### src/rtl/mcp3_decoder_pipe.sv
`default_nettype none
// ==== mcp3_decoder_pipe : two-stage binary-to-vector decoder (one-hot / thermometer / sticky
// ==== accumulate) with valid/ready handshake  |  rev 1.0
module mcp3_decoder_pipe #(
   parameter int DIN_WIDTH = 5,
   parameter int SUB_WIDTH = 3
) (
   input  logic                         clock,
   input  logic                         reset,
   input  logic                         in_valid,
   output logic                         in_ready,
   input  logic [DIN_WIDTH-1:0]         din,
   input  logic [1:0]                   in_mode,
   input  logic                         clear_acc,
   output logic                         out_valid,
   input  logic                         out_ready,
   output logic [(1<<DIN_WIDTH)-1:0]    dout,
   output logic [(1<<DIN_WIDTH)-1:0]    acc_mask,
   output logic                         acc_full
);

   localparam int DOUT_WIDTH = 1 << DIN_WIDTH;
   localparam int LOW_W      = 1 << SUB_WIDTH;
   localparam int GRP_W      = DIN_WIDTH - SUB_WIDTH;
   localparam int GRP_RW     = (GRP_W > 0) ? GRP_W : 1;
   localparam int NUM_GRP    = 1 << GRP_W;

   localparam logic [1:0] MODE_ONEHOT   = 2'b00;
   localparam logic [1:0] MODE_THERM_LO = 2'b01;
   localparam logic [1:0] MODE_THERM_HI = 2'b10;
   localparam logic [1:0] MODE_ACC      = 2'b11;

   logic [SUB_WIDTH-1:0]  din_low;
   logic [GRP_RW-1:0]     din_grp;
   logic [LOW_W-1:0]      low_dec;
   logic [LOW_W-1:0]      low_therm;

   logic                  s1_valid;
   logic [LOW_W-1:0]      s1_low;
   logic [LOW_W-1:0]      s1_therm;
   logic [GRP_RW-1:0]     s1_grp;
   logic [1:0]            s1_mode;
   logic                  s2_valid;

   logic                  s2_adv;
   logic                  accept;
   logic                  s2_load;
   logic [DOUT_WIDTH-1:0] dec_vec;
   logic [DOUT_WIDTH-1:0] onehot_vec;
   logic [DOUT_WIDTH-1:0] acc_next;

   assign din_low = din[SUB_WIDTH-1:0];

   // With no group bits there is a single group, index 0.
   generate
      if (GRP_W > 0) begin : g_grp_bits
         assign din_grp = din[DIN_WIDTH-1:SUB_WIDTH];
      end else begin : g_grp_none
         assign din_grp = 1'b0;
      end
   endgenerate

   always_comb begin
      low_dec   = '0;
      low_therm = '0;
      for (int i = 0; i < LOW_W; i++) begin
         low_dec[i]   = (din_low == SUB_WIDTH'(i));
         low_therm[i] = (SUB_WIDTH'(i) <= din_low);
      end
   end

   assign s2_adv   = !s2_valid || out_ready;
   assign in_ready = !reset && (!s1_valid || s2_adv);
   assign accept   = in_valid && in_ready;
   assign s2_load  = s1_valid && s2_adv;

   // Groups below the selected one are fully inside a low thermometer, groups above it fully
   // inside a high thermometer; only the selected group takes the stage-1 sub-decode.
   always_comb begin
      dec_vec    = '0;
      onehot_vec = '0;
      for (int g = 0; g < NUM_GRP; g++) begin
         onehot_vec[g*LOW_W +: LOW_W] = (s1_grp == GRP_RW'(g)) ? s1_low : '0;
         case (s1_mode)
            MODE_ONEHOT: begin
               dec_vec[g*LOW_W +: LOW_W] = (s1_grp == GRP_RW'(g)) ? s1_low : '0;
            end
            MODE_THERM_LO: begin
               if (s1_grp == GRP_RW'(g))
                  dec_vec[g*LOW_W +: LOW_W] = s1_therm;
               else if (GRP_RW'(g) < s1_grp)
                  dec_vec[g*LOW_W +: LOW_W] = {LOW_W{1'b1}};
               else
                  dec_vec[g*LOW_W +: LOW_W] = '0;
            end
            MODE_THERM_HI: begin
               if (s1_grp == GRP_RW'(g))
                  dec_vec[g*LOW_W +: LOW_W] = ~s1_therm | s1_low;
               else if (GRP_RW'(g) < s1_grp)
                  dec_vec[g*LOW_W +: LOW_W] = '0;
               else
                  dec_vec[g*LOW_W +: LOW_W] = {LOW_W{1'b1}};
            end
            default: begin
               dec_vec[g*LOW_W +: LOW_W] = '0;
            end
         endcase
      end
   end

   // A clear arriving with the mode-11 load is applied first, so the new bit survives.
   assign acc_next = (clear_acc ? '0 : acc_mask) | onehot_vec;

   always_ff @(posedge clock) begin
      if (reset) begin
         s1_valid <= 1'b0;
         s1_low   <= '0;
         s1_therm <= '0;
         s1_grp   <= '0;
         s1_mode  <= MODE_ONEHOT;
         s2_valid <= 1'b0;
         dout     <= '0;
         acc_mask <= '0;
         acc_full <= 1'b0;
      end else begin
         if (accept) begin
            s1_valid <= 1'b1;
            s1_low   <= low_dec;
            s1_therm <= low_therm;
            s1_grp   <= din_grp;
            s1_mode  <= in_mode;
         end else if (s2_load) begin
            s1_valid <= 1'b0;
         end

         if (s2_adv)
            s2_valid <= s1_valid;

         if (s2_load)
            dout <= (s1_mode == MODE_ACC) ? acc_next : dec_vec;

         if (s2_load && (s1_mode == MODE_ACC)) begin
            acc_mask <= acc_next;
            acc_full <= &acc_next;
         end else if (clear_acc) begin
            acc_mask <= '0;
            acc_full <= 1'b0;
         end
      end
   end

   assign out_valid = s2_valid;

endmodule
`default_nettype wire
### config.mk
export PLATFORM = sky130hd
export DESIGN_NAME = mcp3_decoder_pipe
export DESIGN_NICKNAME = d
export VERILOG_FILES = /design/src/rtl/mcp3_decoder_pipe.sv
export SDC_FILE = /design/constraint.sdc
export NUM_CORES = 1
export LEC_CHECK = 0
export BUFFER_PORTS_ARGS = -buffer_cell sky130_fd_sc_hd__buf_2
export CAP_MARGIN = 20
export CORE_UTILIZATION = 55
export CTS_CLUSTER_DIAMETER = 120
export DETAILED_ROUTE_END_ITERATION = 12
export GPL_ROUTABILITY_DRIVEN = 0
export PLACE_DENSITY = 0.78
export SKIP_LAST_GASP = 1
export SLEW_MARGIN = 0
export SYNTH_ARGS = -nofsm -noshare
export SYNTH_HDL_FRONTEND = slang
export SYNTH_SLANG_ARGS = --single-unit
export TNS_END_PERCENT = 30
### constraint.sdc
create_clock -name clock -period 3.5 [get_ports clock]
set_input_delay 0.35 -clock clock [delete_from_list [all_inputs] [get_ports clock]]
set_output_delay 0.35 -clock clock [all_outputs]
set_load 0.05 [all_outputs]
== Yosys cells after proc, flatten, opt, wreduce, memory -nomap -nowiden ==
Cells that the tools add are included.
Storage, ports and cells
  input bits: 12
  output and inout port bits: 67
  register bits after elaboration: 87
  logic and storage cells: 83
Operators by class
  bitwise gates (word level): 3
  multiplexer cells: 31
  magnitude comparators: 12
  equality and inequality tests: 13
  reduce and logical (&&, ||, !) cells: 15
Operators by type and width (number)
  two-way mux 8 bit: 20
  two-way mux 32 bit: 3
  one-hot mux 8 bit (3 select lines): 4
  bitwise OR 32 bit: 1
  AND reduction 32 bit: 1
  equality test 3 bit, second input constant: 4
  <= comparator 3 bit, first input constant: 4
  equality test 2 bit, second input constant: 4
  inverter 8 bit: 1
  bitwise OR 8 bit: 1
  equality test 3 x 2 -> 1 bit, second input constant: 2
  <= comparator 1 x 3 -> 1 bit, first input constant: 2
  <= comparator 2 x 3 -> 1 bit, first input constant: 2
  equality test 2 x 1 -> 1 bit, second input constant: 2
  logical AND 1 bit: 4
  logical NOT 2 bit: 2
  less-than comparator 1 x 2 -> 1 bit, first input constant: 2
  less-than comparator 2 bit, first input constant: 2
  two-way mux 1 bit: 4
  nonzero test 2 bit: 2
  equality test 3 x 1 -> 1 bit, second input constant: 1
  logical NOT 1 bit: 3
  logical NOT 3 bit: 1
  logical OR 1 bit: 2

== Longest topological paths before layout ==
  word-level depth: 6
  gate-level depth with buffers: 9
  depth with buffers taken out: 5

== Worst setup path after synthesis ==
Ideal clock, no wire load.
  path kind: register -> output
  from: reg s2_valid (netlist: out_valid)
  to: out in_ready
  data arrival time: 1484 ps
  required time: 3150 ps
  stages on the path, launching flop included: 3
  buffers on the path: 0
  setup slack: 1666 ps
  cells stage by stage: dfxtp_1 -> nor2b_1 -> a21oi_1
Between the ends
  cells in the longest elaborated chain, start to end: 4
RTL lines
  start: declaration: RTL line 43  | logic s2_valid;
  start signal: assignment: RTL line 137  | s2_valid <= s1_valid;
  logical NOT 1 bit: RTL line 72  | assign s2_adv = !s2_valid || out_ready;
  logical OR 1 bit: RTL line 72
  logical OR 1 bit: RTL line 73  | assign in_ready = !reset && (!s1_valid || s2_adv);
  logical AND 1 bit: RTL line 73
  end: declaration: RTL line 11  | output logic in_ready,
Every way passes these cells.

== Worst setup path after layout ==
  from: reg s1_grp[1]
  to: reg acc_full
Between the ends
  cells in the longest elaborated chain, start to end: 5
  elaborated cells between the ends (all ways): 11
  classes of those cells: 3 x eq/ne; 5 x mux; 1 x bitwise; 2 x reduce/logical
RTL lines
  start: declaration: RTL line 41  | logic [GRP_RW-1:0] s1_grp;
  start signal: assignment: RTL line 130  | s1_grp <= din_grp;
  equality test 2 x 1 -> 1 bit (tied with other cells): RTL line 83  | onehot_vec[g*LOW_W +: LOW_W] = (s1_grp == GRP_RW'(g)) ? s1_low : '0;
  two-way mux 8 bit: RTL line 83
  bitwise OR 32 bit *: RTL line 112  | assign acc_next = (clear_acc ? '0 : acc_mask) | onehot_vec;
  AND reduction 32 bit *: RTL line 144  | acc_full <= &acc_next;
  two-way mux 1 bit *: RTL line 142  | if (s2_load && (s1_mode == MODE_ACC)) begin
  end signal: assignment: RTL line 144
  end: declaration: RTL line 19  | output logic acc_full
Every way passes the cells marked *; elsewhere a longest branch is shown, timed or not.
A chain may end at the register's enable or synchronous reset.

==> run_results.csv <==
group,metric,value,unit
global_routing,grt.busiest_layer,"met2",
global_routing,grt_pass1_vias,4529,
placed_design,portBuffers,78,
global_routing,grt_first_pass_wirelength,22700,µm
sta,holdWs,177,ps
sta,fmax,397,MHz
clock_network,clock_latency,360,ps
sta,hold_violations,0,
power_and_ir_drop,ir_drop,0.234,mV
final_layout,final_util,62.8,%
sta,setup_viol,0,
clock_network,cts_sinks,86,
clock_network,cts_root_buf,"clkbuf_8",
floorplan,die-area,9000,µm²
setup_path,worst-setup-path-type,"flip-flop to flip-flop",
run,drv_cap,0,
setup_path,arrival,2820,ps
yosys,yosysWarnings,0,
clock_network,cts_tree,"built",
yosys,async_flop_share,0,%
clock_network,cts_buffer_depth,2,
setup_path,cp_data_required_time,3800,ps
yosys,ys_ff_latch,86,
yosys,synth_ff_type,"dfxtp_1",
clock_network,ctsHoldBuffers,0,
final_layout,layout-drive-gt1-share,17.5,%
sta,post-route-min-period,2520,ps
power_and_ir_drop,comb_power_share,16.5,%
floorplan,num_rows,33,
floorplan,pin_count,79,
yosys,synth_cell_type_count,60,
setup_path,cp-start-kind,"flip-flop",
yosys,netlist_instances,636,
global_routing,grt_util_met2,48.6,%
sta,fin_crit_sh,71.9,%
sta,tightest_slew,876,ps
sta,rsz0062_at_grt,"false",
setup_path,path_max_fanout,28,
power_and_ir_drop,p_leak,0.00200,µW
worst_hold_path,hold_class,"input pin to flip-flop",
drt,post_drt_wl_per_cell,19.1,µm
final_layout,final_area,5210,µm²
global_routing,grt_util_met3,7.65,%
outcome,violations,"DRC",
clock_network,cts_setup_buffers,0,
final_layout,nets,679,
final_layout,nFillCells,750,
drt,routed_via_density,6.65,
global_routing,grt_max_degree,45,
sta,skew,12.4,ps
power_and_ir_drop,switching_share,30.8,%
power_and_ir_drop,seqPwrFrac,50.9,%
floorplan,core,8300,µm²
placed_design,hpwl,9670,µm
drt,dr_total_vias,5150,
global_routing,use_met1,44.0,%
sta,maxSlewHeadroom,40.9,%
outcome,status,"finished, violations left",
floorplan,initial_core_util,57.2,%
yosys,synth_edf_count,0,
yosys,syn_area,4740,µm²
power_and_ir_drop,p_sw,635,µW
clock_network,clk_pin_slew,90,ps
power_and_ir_drop,cellPowerDensity,395,nW/µm²
clock_network,cts_buffers,9,
floorplan,dieHeight,94.9,µm
yosys,syn_nets,648,
clock_network,h-tree-depth,3,
drt,finalWirelength,14800,µm
sta,drv_slew,0,
global_routing,grt_usage,33.0,%
drt,first_pass_iters,11,
final_layout,antennaDiodeCount,0,
yosys,yosysSeqAreaShare,36.3,%
placed_design,placed_area,5030,µm²
power_and_ir_drop,p_int,1430,µW
sta,fin_setup_tns,0,ps
floorplan,die-width,94.9,µm
power_and_ir_drop,clockPowerShare,32.5,%
global_routing,overflow,0,
drt,ant_nets,0,
drt,drtIter0Drc,756,
setup_path,end_kind,"flip-flop",
drt,drc,2,
yosys,avgSynthCellArea,7.46,µm²
global_routing,antenna_found_initial,0,
final_layout,area_growth,9.86,%
clock_network,cts_resized,0,
==> critical path: stages, from the launching register on <==
cell and delay [ps]:
dfxtp_1 870, buf_4 380, nand3_1 140, a221o_1 390, nor4_1 400, nand4_1 130
o21ai_1 140
==> cells by family (layout without fill, tap and decap cells) <==
logic type / after synthesis / after routing / synth area share, %
compound gates: 225 / 225 / 30.6
mux: 4 / 4 / 0.923
buf+inv: 79 / 113 / 7.41
flops: 86 / 86 / 36.3
simple gates: 242 / 242 / 24.8
==> sequential cells by signal (all words and copies together) (netlist names) <==
register / cells
acc_full: 1
acc_mask: 32
dout: 32
out_valid: 1
s1_grp: 2
s1_low: 8
s1_mode: 2
s1_therm: 7
s1_valid: 1
==> routing by layer <==
layer,up-vias,routed length [µm]
li1,2349,-
met1,2300,5900
met2,410,6260
met3,91,1840
met4,0,777
met5,-,0
==> worst paths after layout <==
kind	to	startpoint	depth (start not counted)	slack, ps
worst max-delay path	acc_full	s1_grp[1]	6	980
worst min-delay path	s1_mode[1]	in_mode[1]	3	180
worst max register to register	acc_full	s1_grp[1]	6	980
worst min register to register	dout[29]	dout[29]	2	450
==> through the flow <==
stage          cells  power, µW  worst slack, ps
2_1_floorplan    636       1330             1670
3_3_place_gp     761       1390             1180
3_5_place_dp     761       1400             1060
4_1_cts          775       2060             1040
5_1_grt          775       2140              883
6_report         775       2060              984
==> layout by cell type (no fill, tap or decap), drive strengths merged, types with 5 or more instances in the layout <==
| cell type | netlist | final |
|---|---|---|
| buf | 29 | 89 |
| a22o | 8 | 8 |
| a31oi | 8 | 8 |
| nand2 | 73 | 73 |
| or2 | 7 | 7 |
| or3 | 6 | 6 |
| o211ai | 17 | 17 |
| dfxtp | 86 | 86 |
| o21ai | 26 | 26 |
| nor2b | 30 | 30 |
| o22ai | 6 | 6 |
| nand3 | 28 | 28 |
| clkbuf | 40 | 10 |
| inv | 8 | 8 |
| nand2b | 5 | 5 |
| a211o | 6 | 6 |
| a22oi | 19 | 19 |
| a21oi | 89 | 89 |
| a211oi | 9 | 9 |
| nor3 | 10 | 10 |
| nor2 | 57 | 57 |
| a32oi | 9 | 9 |
==> synthesized netlist by cell type (all sizes together), types with 2 or more instances <==
| library cell | number | area, µm² |
|---|---|---|
| a2111oi | 2 | 17.5 |
| a211o | 6 | 52.6 |
| a211oi | 9 | 67.6 |
| a21o | 4 | 30.0 |
| a21oi | 89 | 445 |
| a221o | 2 | 20.0 |
| a221oi | 4 | 35.0 |
| a22o | 8 | 70.1 |
| a22oi | 19 | 143 |
| a31oi | 8 | 50.1 |
| a32oi | 9 | 78.8 |
| and2 | 3 | 18.8 |
| and2b | 2 | 15.0 |
| and3 | 4 | 25.0 |
| and3b | 4 | 35.0 |
| buf | 29 | 163 |
| clkbuf | 40 | 151 |
| clkinv | 2 | 7.51 |
| dfxtp | 86 | 1720 |
| inv | 8 | 30.0 |
| mux2 | 3 | 33.8 |
| nand2 | 73 | 274 |
| nand2b | 5 | 31.3 |
| nand3 | 28 | 140 |
| nand3b | 2 | 15.0 |
| nand4 | 4 | 25.0 |
| nor2 | 57 | 219 |
| nor2b | 30 | 190 |
| nor3 | 10 | 50.1 |
| nor4b | 3 | 26.3 |
| o2111ai | 2 | 17.5 |
| o211ai | 17 | 128 |
| o21ai | 26 | 130 |
| o221a | 3 | 33.8 |
| o22ai | 6 | 37.5 |
| o311ai | 3 | 26.3 |
| o31ai | 3 | 22.5 |
| or2 | 7 | 43.8 |
| or3 | 6 | 37.5 |
==> area by class of cell <==
class	count	area, µm²	area share [%]
clock buffers	10	128	2.45
clock inverters	4	50.0	0.960
inverters	10	37.5	0.720
multi-input cells	471	2670	51.2
flip-flops and latches	86	1720	33.0
well taps	105	131	2.52
repair buffers	89	473	9.07
==> power groups by stage <==
stage | clock network [µW] | logic (µW) | registers, µW
CTS | 679 | 333 | 1050
global route | 718 | 368 | 1050
floorplan | 0 | 226 | 1100
global placement | 0 | 326 | 1070
detailed placement | 0 | 332 | 1070
finish | 670 | 341 | 1050
Note: power is estimated with default switching activity, not from simulation.
